[config.mk]
export PLATFORM = sky130hd
export DESIGN_NAME = bram_port_arbiter
export DESIGN_NICKNAME = d
export VERILOG_FILES = /design/src/rtl/bram_port_arbiter.sv
export SDC_FILE = /design/constraint.sdc
export NUM_CORES = 1
export LEC_CHECK = 0
export ABC_AREA = 0
export CAP_MARGIN = 20
export CORE_ASPECT_RATIO = 1.5
export CORE_UTILIZATION = 30
export DETAILED_ROUTE_END_ITERATION = 10
export HOLD_SLACK_MARGIN = 0.1
export PLACE_DENSITY_LB_ADDON = 0.2
export SYNTH_ARGS = -nofsm -noshare
export SYNTH_HDL_FRONTEND = slang
export SYNTH_SLANG_ARGS = --single-unit
[constraint.sdc]
create_clock -name clk_g -period 1.81 [get_ports clk_g]
set_input_delay 0.2715 -clock clk_g [delete_from_list [all_inputs] [get_ports clk_g]]
set_output_delay 0.2715 -clock clk_g [all_outputs]
set_load 0.01 [all_outputs]
[src/rtl/bram_port_arbiter.sv]
// Two-client arbiter for one single-port block RAM: fair grant on contention,
// registered RAM pins, and a tag pipeline that routes read data back to its issuer.
//
// lg state | meaning
// ---------+----------------------------------------------
// LG_A     | A was granted last; B wins the next contention
// LG_B     | B was granted last (reset); A wins the next contention
module bram_port_arbiter #(
    parameter int ADDR_W = 4,
    parameter int DATA_W = 16,
    parameter int RD_LAT = 1
) (
    input  logic              clk_g,
    input  logic              rst_n,
    input  logic              req_a,
    input  logic              we_a,
    input  logic [ADDR_W-1:0] addr_a,
    input  logic [DATA_W-1:0] wdata_a,
    input  logic              req_b,
    input  logic              we_b,
    input  logic [ADDR_W-1:0] addr_b,
    input  logic [DATA_W-1:0] wdata_b,
    output logic              gnt_a,
    output logic              gnt_b,
    output logic              rvalid_a,
    output logic [DATA_W-1:0] rdata_a,
    output logic              rvalid_b,
    output logic [DATA_W-1:0] rdata_b,
    output logic              mem_ena,
    output logic              mem_wea,
    output logic [ADDR_W-1:0] mem_addra,
    output logic [DATA_W-1:0] mem_dina,
    input  logic [DATA_W-1:0] mem_douta,
    output logic [7:0]        conflict_cnt
);

    typedef enum logic {
        LG_A = 1'b0,
        LG_B = 1'b1
    } lg_t;

    localparam int DEPTH = RD_LAT + 1;

    lg_t               lg_q;
    lg_t               lg_d;
    logic              xfer;
    logic              sel_b;
    logic              x_we;
    logic [ADDR_W-1:0] x_addr;
    logic [DATA_W-1:0] x_wdata;
    logic [DEPTH-1:0]  tag_v;
    logic [DEPTH-1:0]  tag_o;
    logic              tail_v;
    logic              tail_o;

    always_ff @(posedge clk_g or negedge rst_n) begin
        if (!rst_n) begin
            lg_q <= LG_B;
        end else begin
            lg_q <= lg_d;
        end
    end

    // Grant is forced low during reset so no transfer can be seen while rst_n is low.
    always_comb begin
        gnt_a = 1'b0;
        gnt_b = 1'b0;
        lg_d  = lg_q;
        if (rst_n) begin
            if (req_a && (!req_b || lg_q == LG_B)) begin
                gnt_a = 1'b1;
                lg_d  = LG_A;
            end else if (req_b) begin
                gnt_b = 1'b1;
                lg_d  = LG_B;
            end
        end
    end

    assign xfer    = gnt_a | gnt_b;
    assign sel_b   = gnt_b;
    assign x_we    = sel_b ? we_b    : we_a;
    assign x_addr  = sel_b ? addr_b  : addr_a;
    assign x_wdata = sel_b ? wdata_b : wdata_a;

    always_ff @(posedge clk_g or negedge rst_n) begin
        if (!rst_n) begin
            mem_ena   <= 1'b0;
            mem_wea   <= 1'b0;
            mem_addra <= '0;
            mem_dina  <= '0;
        end else if (xfer) begin
            mem_ena   <= 1'b1;
            mem_wea   <= x_we;
            mem_addra <= x_addr;
            mem_dina  <= x_wdata;
        end else begin
            mem_ena   <= 1'b0;
            mem_wea   <= 1'b0;
        end
    end

    // Tag reaching the tail lines up with douta being valid for that read.
    always_ff @(posedge clk_g or negedge rst_n) begin
        if (!rst_n) begin
            tag_v <= '0;
            tag_o <= '0;
        end else begin
            tag_v <= {tag_v[DEPTH-2:0], xfer & ~x_we};
            tag_o <= {tag_o[DEPTH-2:0], sel_b};
        end
    end

    assign tail_v = tag_v[DEPTH-1];
    assign tail_o = tag_o[DEPTH-1];

    always_ff @(posedge clk_g or negedge rst_n) begin
        if (!rst_n) begin
            rvalid_a <= 1'b0;
            rvalid_b <= 1'b0;
            rdata_a  <= '0;
            rdata_b  <= '0;
        end else begin
            rvalid_a <= tail_v & ~tail_o;
            rvalid_b <= tail_v & tail_o;
            if (tail_v && !tail_o) begin
                rdata_a <= mem_douta;
            end
            if (tail_v && tail_o) begin
                rdata_b <= mem_douta;
            end
        end
    end

    always_ff @(posedge clk_g or negedge rst_n) begin
        if (!rst_n) begin
            conflict_cnt <= 8'd0;
        end else if (req_a && req_b && conflict_cnt != 8'hFF) begin
            conflict_cnt <= conflict_cnt + 8'd1;
        end
    end

endmodule
==> qor.yml, run 1 <==
cp_num_buf_inv: 4
ys_ff_latch: 69
synth.largest_area_cell: "dfrtp_1"
fp.coreArea_mm2: 0.00888
p_leak_nw: 1.94
h-tree-depth: 3
ys.flop_type: "dfrtp_1"
postCtsSetupBuffers: 0
syn_nets: 280
die-area_mm2: 0.00955
ctsRootBufferMaster: "clkbuf_16"
p_total_mw: 5.85
finalCritPeriodShare_pct: 96.0
yosys_warnings: 0
crit_fanout: 4
io_buffers: 127
die_h_um: 119
startpoint_type: "primary input"
fillerInstances: 799
antenna_cells: 0
cts_sinks: 69
drive_gt1_share_pct: 18.4
synth_cells: 217
ios: 128
synth.yosys.seq_area_share_pct: 62.9
worstPathArrival_ns: 1.47
crit_path_end: "gnt_b"
clkSlewWorstSetupHoldPaths_ns: 0.05
status: "finished, final reports clean"
finalSetupViolCount: 0
synthesis.area_mm2: 0.00275
period_needed_ns: 1.74
setup_slack_ns: 0.0716
nNetsFinal: 417
grt_max_degree: 64
rr_startpoint: "lg_q"
worstMarginPinSlew_ns: 0.789
regToRegEndpoint: "tag_v[0]"
maxCapViolCount: 0
worst_skew_pair.late_latency_ns: 0.33
grt_overflow: 0
grt_pass1_vias: 2204
hpwl_mm: 4.63
hold_viol: 0
crit_required_ns: 1.54
syn_to_final_growth_pct: 66.4
synth_edf_count: 0
cts_made_buffers: 9
max_stage_delay_ns: 0.54
via_per_inst: 4.62
relSlewSlack_pct: 47.4
grt_usage_pct: 14.6
place_ws_ns: -0.102
worstHoldStart: "tag_v[0]"
dr.first_iter.drc_count: 64
mostFrequentLayoutCells: "clkdlybuf4s50_1 (124), dfrtp_1 (68), mux2_2 (33), nand2_1 (26), o22ai_1 (20)"
rsz0062_at_grt: "false"
fmax_ghz: 0.575
setup_tns_ns: 0
dr.pass1.iters: 4
grt_pass1_wl_mm: 10.4
die_w_um: 80.1
layout_commonest_cell: "clkdlybuf4s50_1"
criticalPathCategory: "in2out"
ant_nets: 0
final_util_pct: 51.5
wl_per_cell_um: 13.8
min_path_type: "reg2reg"
critical-path-top-delay-family: "buffers and inverters"
r2r_cells: 5
antenna_found_initial: 0
synth_cell_types: 28
cp_cell_sequence: "dlygate4sd3_1, buf_4, inv_1, nor2_8, dlygate4sd2_1"
cts_tree: "yes"
synth.avg_cell_area_um2: 12.7
wirelength_mm: 6.48
yosys.area.top_type_share_pct: 62.0
crit_start: "rst_n"
drc: 0
cp-end-kind: "primary output"
p_per_area_mw_per_mm2: 1280
synth_area_leaders: "dfrtp_1 (62%), mux2_2 (14%), o22ai_1 (4.6%), o21ai_1 (3.6%), nand2_1 (3.6%)"
path_depth: 5
r2r_slack_ns: 0.41
worst_path_max_delay_cell: "dlygate4sd3_1"
skew_ns: 0.00577
rows: 42
hold_ws_ns: 0.346
via_count: 2168
initial_core_util_pct: 30.9
irDropWorstVdd_v: 0.000582
synthArstFlopShare_pct: 100
clock_path_buffers: 2
slew_viol_final: 0
gp_routability_congestion: 0.748
## per-layer routing
metal	track usage (%)	wire, um	vias up
li1	-	-	1039
met1	16.4	2680	1025
met2	23.8	3160	97
met3	5.75	547	7
met4	7.03	93	0
met5	0	0	-
## synth_stat cells (all sizes together), types with 2 or more instances
master,instances
o22ai,20
nand2b,2
inv,5
nor2,7
dfrtp,68
a21oi,4
nand3,3
nand2,26
mux2,34
and2,2
a31oi,2
xnor2,3
buf,10
o21ai,21
## state kept, by name (all words and copies together) (netlist names)
signal        count
mem_ena           1
mem_addra         4
lg_q              1
tag_v             2
mem_dina         16
rdata_a          16
conflict_cnt      8
rvalid_b          1
mem_wea           1
rvalid_a          1
rdata_b          16
tag_o             2
## repair_timing
item / in CTS / in global routing
endpoints found under the hold margin: 6 / 0
hold buffers: 1 / 0
resized for setup: 2 / 2
setup endpoints to repair: 2 / 1
## metrics by stage
stage / cell area, um2 / std cells
2_1_floorplan: 2750 / 217
3_5_place_dp: 4170 / 452
3_3_place_gp: 4170 / 452
4_1_cts: 4570 / 469
6_report: 4570 / 469
5_1_grt: 4570 / 469
## power by group
group	leakage, nW	total [mW]	switching (mW)	internal (mW)
registers	0.835	2.10	0.221	1.88
logic	0.919	1.48	0.540	0.935
clock network	0.189	2.28	0.622	1.66
## cells by family after synthesis
family,synth area share (%)
fa+ha+maj,0.456
compound gates,10.5
flops,62.9
mux,14.4
xor+xnor,0.957
simple gates,7.61
buf+inv,3.10
## worst min-delay path by stage
stage,end,slack [ns],depth (start not counted)
floorplan,conflict_cnt[0],-0.02,0
global placement,conflict_cnt[2],0.27,2
detailed placement,mem_dina[15],0.27,2
CTS,tag_v[1],0.35,0
global route,tag_o[1],0.35,0
finish,tag_v[1],0.35,0
## final cells by class
type	count	area [um2]	area share (%)
clock buffers	10	239	5.23
flip-flops and latches	69	1730	37.8
well taps	110	138	3.01
inverters	5	18.8	0.411
repair buffers	137	1350	29.6
clock inverters	6	158	3.45
multi-input cells	132	937	20.5
## worst register-to-register path: stages (launching register included)
cell	delay, ns
dfstp_2	0.37
a21bo_4	0.23
nor2_8	0.08
buf_4	0.26
mux2i_1	0.26
and2_1	0.14
Note: power is estimated with default switching activity, not from simulation.
==> run 2: changes to the inputs <==
--- a/config.mk
+++ b/config.mk
@@ -12,6 +12,8 @@
 export DETAILED_ROUTE_END_ITERATION = 10
 export HOLD_SLACK_MARGIN = 0.1
 export PLACE_DENSITY_LB_ADDON = 0.2
+export SETUP_SLACK_MARGIN = 0.02
+export SLEW_MARGIN = 25
 export SYNTH_ARGS = -nofsm -noshare
 export SYNTH_HDL_FRONTEND = slang
 export SYNTH_SLANG_ARGS = --single-unit
==> constraint.sdc (replaced) <==
create_clock -name clk_g -period 1.9 [get_ports clk_g]
set_input_delay 0.285 -clock clk_g [delete_from_list [all_inputs] [get_ports clk_g]]
set_output_delay 0.285 -clock clk_g [all_outputs]
set_load 0.01 [all_outputs]
==> qor.yml, run 2 (synthesis gave the netlist of run 1 again) <==
hold_viol: 0
skew_ns: 0.00647
grt_use_met2_pct: 23.8
slew_viol_final: 0
startpoint_type: "primary input"
cts_made_buffers: 9
p_clk_share_pct: 32.2
drc: 0
p_comb_share_pct: 28.1
cts_sinks: 69
p_leak_nw: 1.90
cp-end-kind: "primary output"
die-area_mm2: 0.00955
rsz0062_at_grt: "false"
criticalPathCategory: "in2out"
fp.coreArea_mm2: 0.00888
dr.pass1.iters: 2
fillerInstances: 829
syn_to_final_growth_pct: 62.6
drive_gt1_share_pct: 17.6
ctsRootBufferMaster: "clkbuf_16"
antenna_cells: 0
cp_cell_sequence: "dlygate4sd3_1, buf_6, inv_1, nor2_8, dlygate4sd2_1"
io_buffers: 127
postCtsSetupBuffers: 0
initial_core_util_pct: 30.9
irDropWorstVdd_v: 0.000508
p_per_area_mw_per_mm2: 1120
status: "finished, final reports clean"
gp_routability_congestion: 0.726
clkSlewWorstSetupHoldPaths_ns: 0.06
hold_ws_ns: 0.323
grt_usage_pct: 14.7
h-tree-depth: 3
max_stage_delay_ns: 0.54
grt_pass1_wl_mm: 10.4
worstMarginPinSlew_ns: 0.784
reg_top3: "mem_dina (16), rdata_a (16), rdata_b (16)"
wirelength_mm: 6.36
grt_max_degree: 64
layout_commonest_cell: "clkdlybuf4s50_1"
period_needed_ns: 1.79
grt_util_met1_pct: 16.3
finalCritPeriodShare_pct: 94.2
setup_tns_ns: 0
relSlewSlack_pct: 47.7
clock_path_buffers: 2
met3_usage_pct: 5.82
via_count: 2173
hpwl_mm: 4.64
min_path_type: "in2async"
ant_nets: 0
swShare_pct: 26.0
power_frac_seq_pct: 39.7
die_h_um: 119
switchingPower_mw: 1.30
worst_path_max_delay_cell: "dlygate4sd3_1"
crit_fanout: 10
die_w_um: 80.1
ios: 128
antenna_found_initial: 0
rows: 42
grt_overflow: 0
wl_per_cell_um: 13.6
internal_power_mw: 3.72
worstPathArrival_ns: 1.50
grt_pass1_vias: 2231
via_per_inst: 4.64
finalSetupViolCount: 0
dr.first_iter.drc_count: 46
grt_busiest_layer: "met2"
stdcell_area_mm2: 0.00447
worst_skew_pair.late_latency_ns: 0.33
nNetsFinal: 416
fmax_ghz: 0.559
mostFrequentLayoutCells: "clkdlybuf4s50_1 (124), dfrtp_1 (68), mux2_2 (33), nand2_1 (26), o22ai_1 (20)"
maxCapViolCount: 0
crit_required_ns: 1.62
cts_tree: "yes"
dpl_cell_area_mm2: 0.00416
-- run 2: changes by cell type in the layout (fill, tap and decap cells not counted) --
cell and change:
clkinvlp_4 -1, clkbuf_1 +1, dlygate4sd2_1 +1, clkbuf_2 -1, buf_6 +1, buf_4 -2
bufinv_16 -4, clkinv_2 +4
-- run 2: power by group through the flow --
stage | Combinational [mW] | Sequential, mW | Clock [mW]
2_1_floorplan | 0.409 | 2.14 | 0
3_3_place_gp | 1.41 | 2.01 | 0
3_5_place_dp | 1.43 | 2.02 | 0
4_1_cts | 1.43 | 2.00 | 1.68
5_1_grt | 1.53 | 2.03 | 1.76
6_report | 1.41 | 1.99 | 1.62
-- run 2: worst max-delay path, delay by kind of cell --
kind | cells | cell delay (ns)
buffers and inverters | 4 | 1.08
and+or+nand+nor | 1 | 0.13
-- run 2: path summary, 6_finish.rpt --
| kind | cells past startpoint | end | slack, ns | startpoint |
|---|---|---|---|---|
| setup / recovery | 5 | gnt_b | 0.11 | rst_n |
| min in group clk_g | 0 | tag_o[1] | 0.35 | tag_o[0] |
| hold / removal | 2 | conflict_cnt[2] | 0.32 | rst_n |
| setup reg to reg | 5 | tag_v[0] | 0.48 | lg_q |
| max in group asynchronous | 3 | rdata_a[10] | 0.59 | rst_n |
| hold reg to reg | 0 | tag_o[1] | 0.35 | tag_o[0] |
-- run 2: cell type report --
type / count / area [um2] / share of cell area (%)
inverters: 5 / 18.8 / 0.420
clock buffers: 11 / 243 / 5.43
repair buffers: 136 / 1350 / 30.3
clock inverters: 5 / 50.0 / 1.12
well taps: 110 / 138 / 3.08
multi-input cells: 132 / 937 / 21.0
flip-flops and latches: 69 / 1730 / 38.7
-- run 2: per-layer routing --
metal | routed length (um) | vias to the layer above
met5 | 0 | -
met4 | 160 | 0
met3 | 580 | 11
met2 | 3100 | 96
met1 | 2520 | 1031
li1 | - | 1035
-- run 2: through the flow --
stage	total power, mW	instances	setup slack [ns]	util, %
finish	5.02	468	0.111	50.3
global placement	3.42	451	-0.0320	46.9
detailed placement	3.46	451	-0.0382	46.9
CTS	5.11	468	0.0474	50.3
floorplan	2.55	217	0.538	-
global route	5.32	468	0.0284	50.3
-- run 2: timing repair --
| action | 4_1_cts | 5_1_grt |
|---|---|---|
| setup endpoints to repair | 2 | 2 |
| hold buffers | 1 | 0 |
| gates resized for setup | 2 | 1 |
| endpoints found under the hold margin | 6 | 0 |
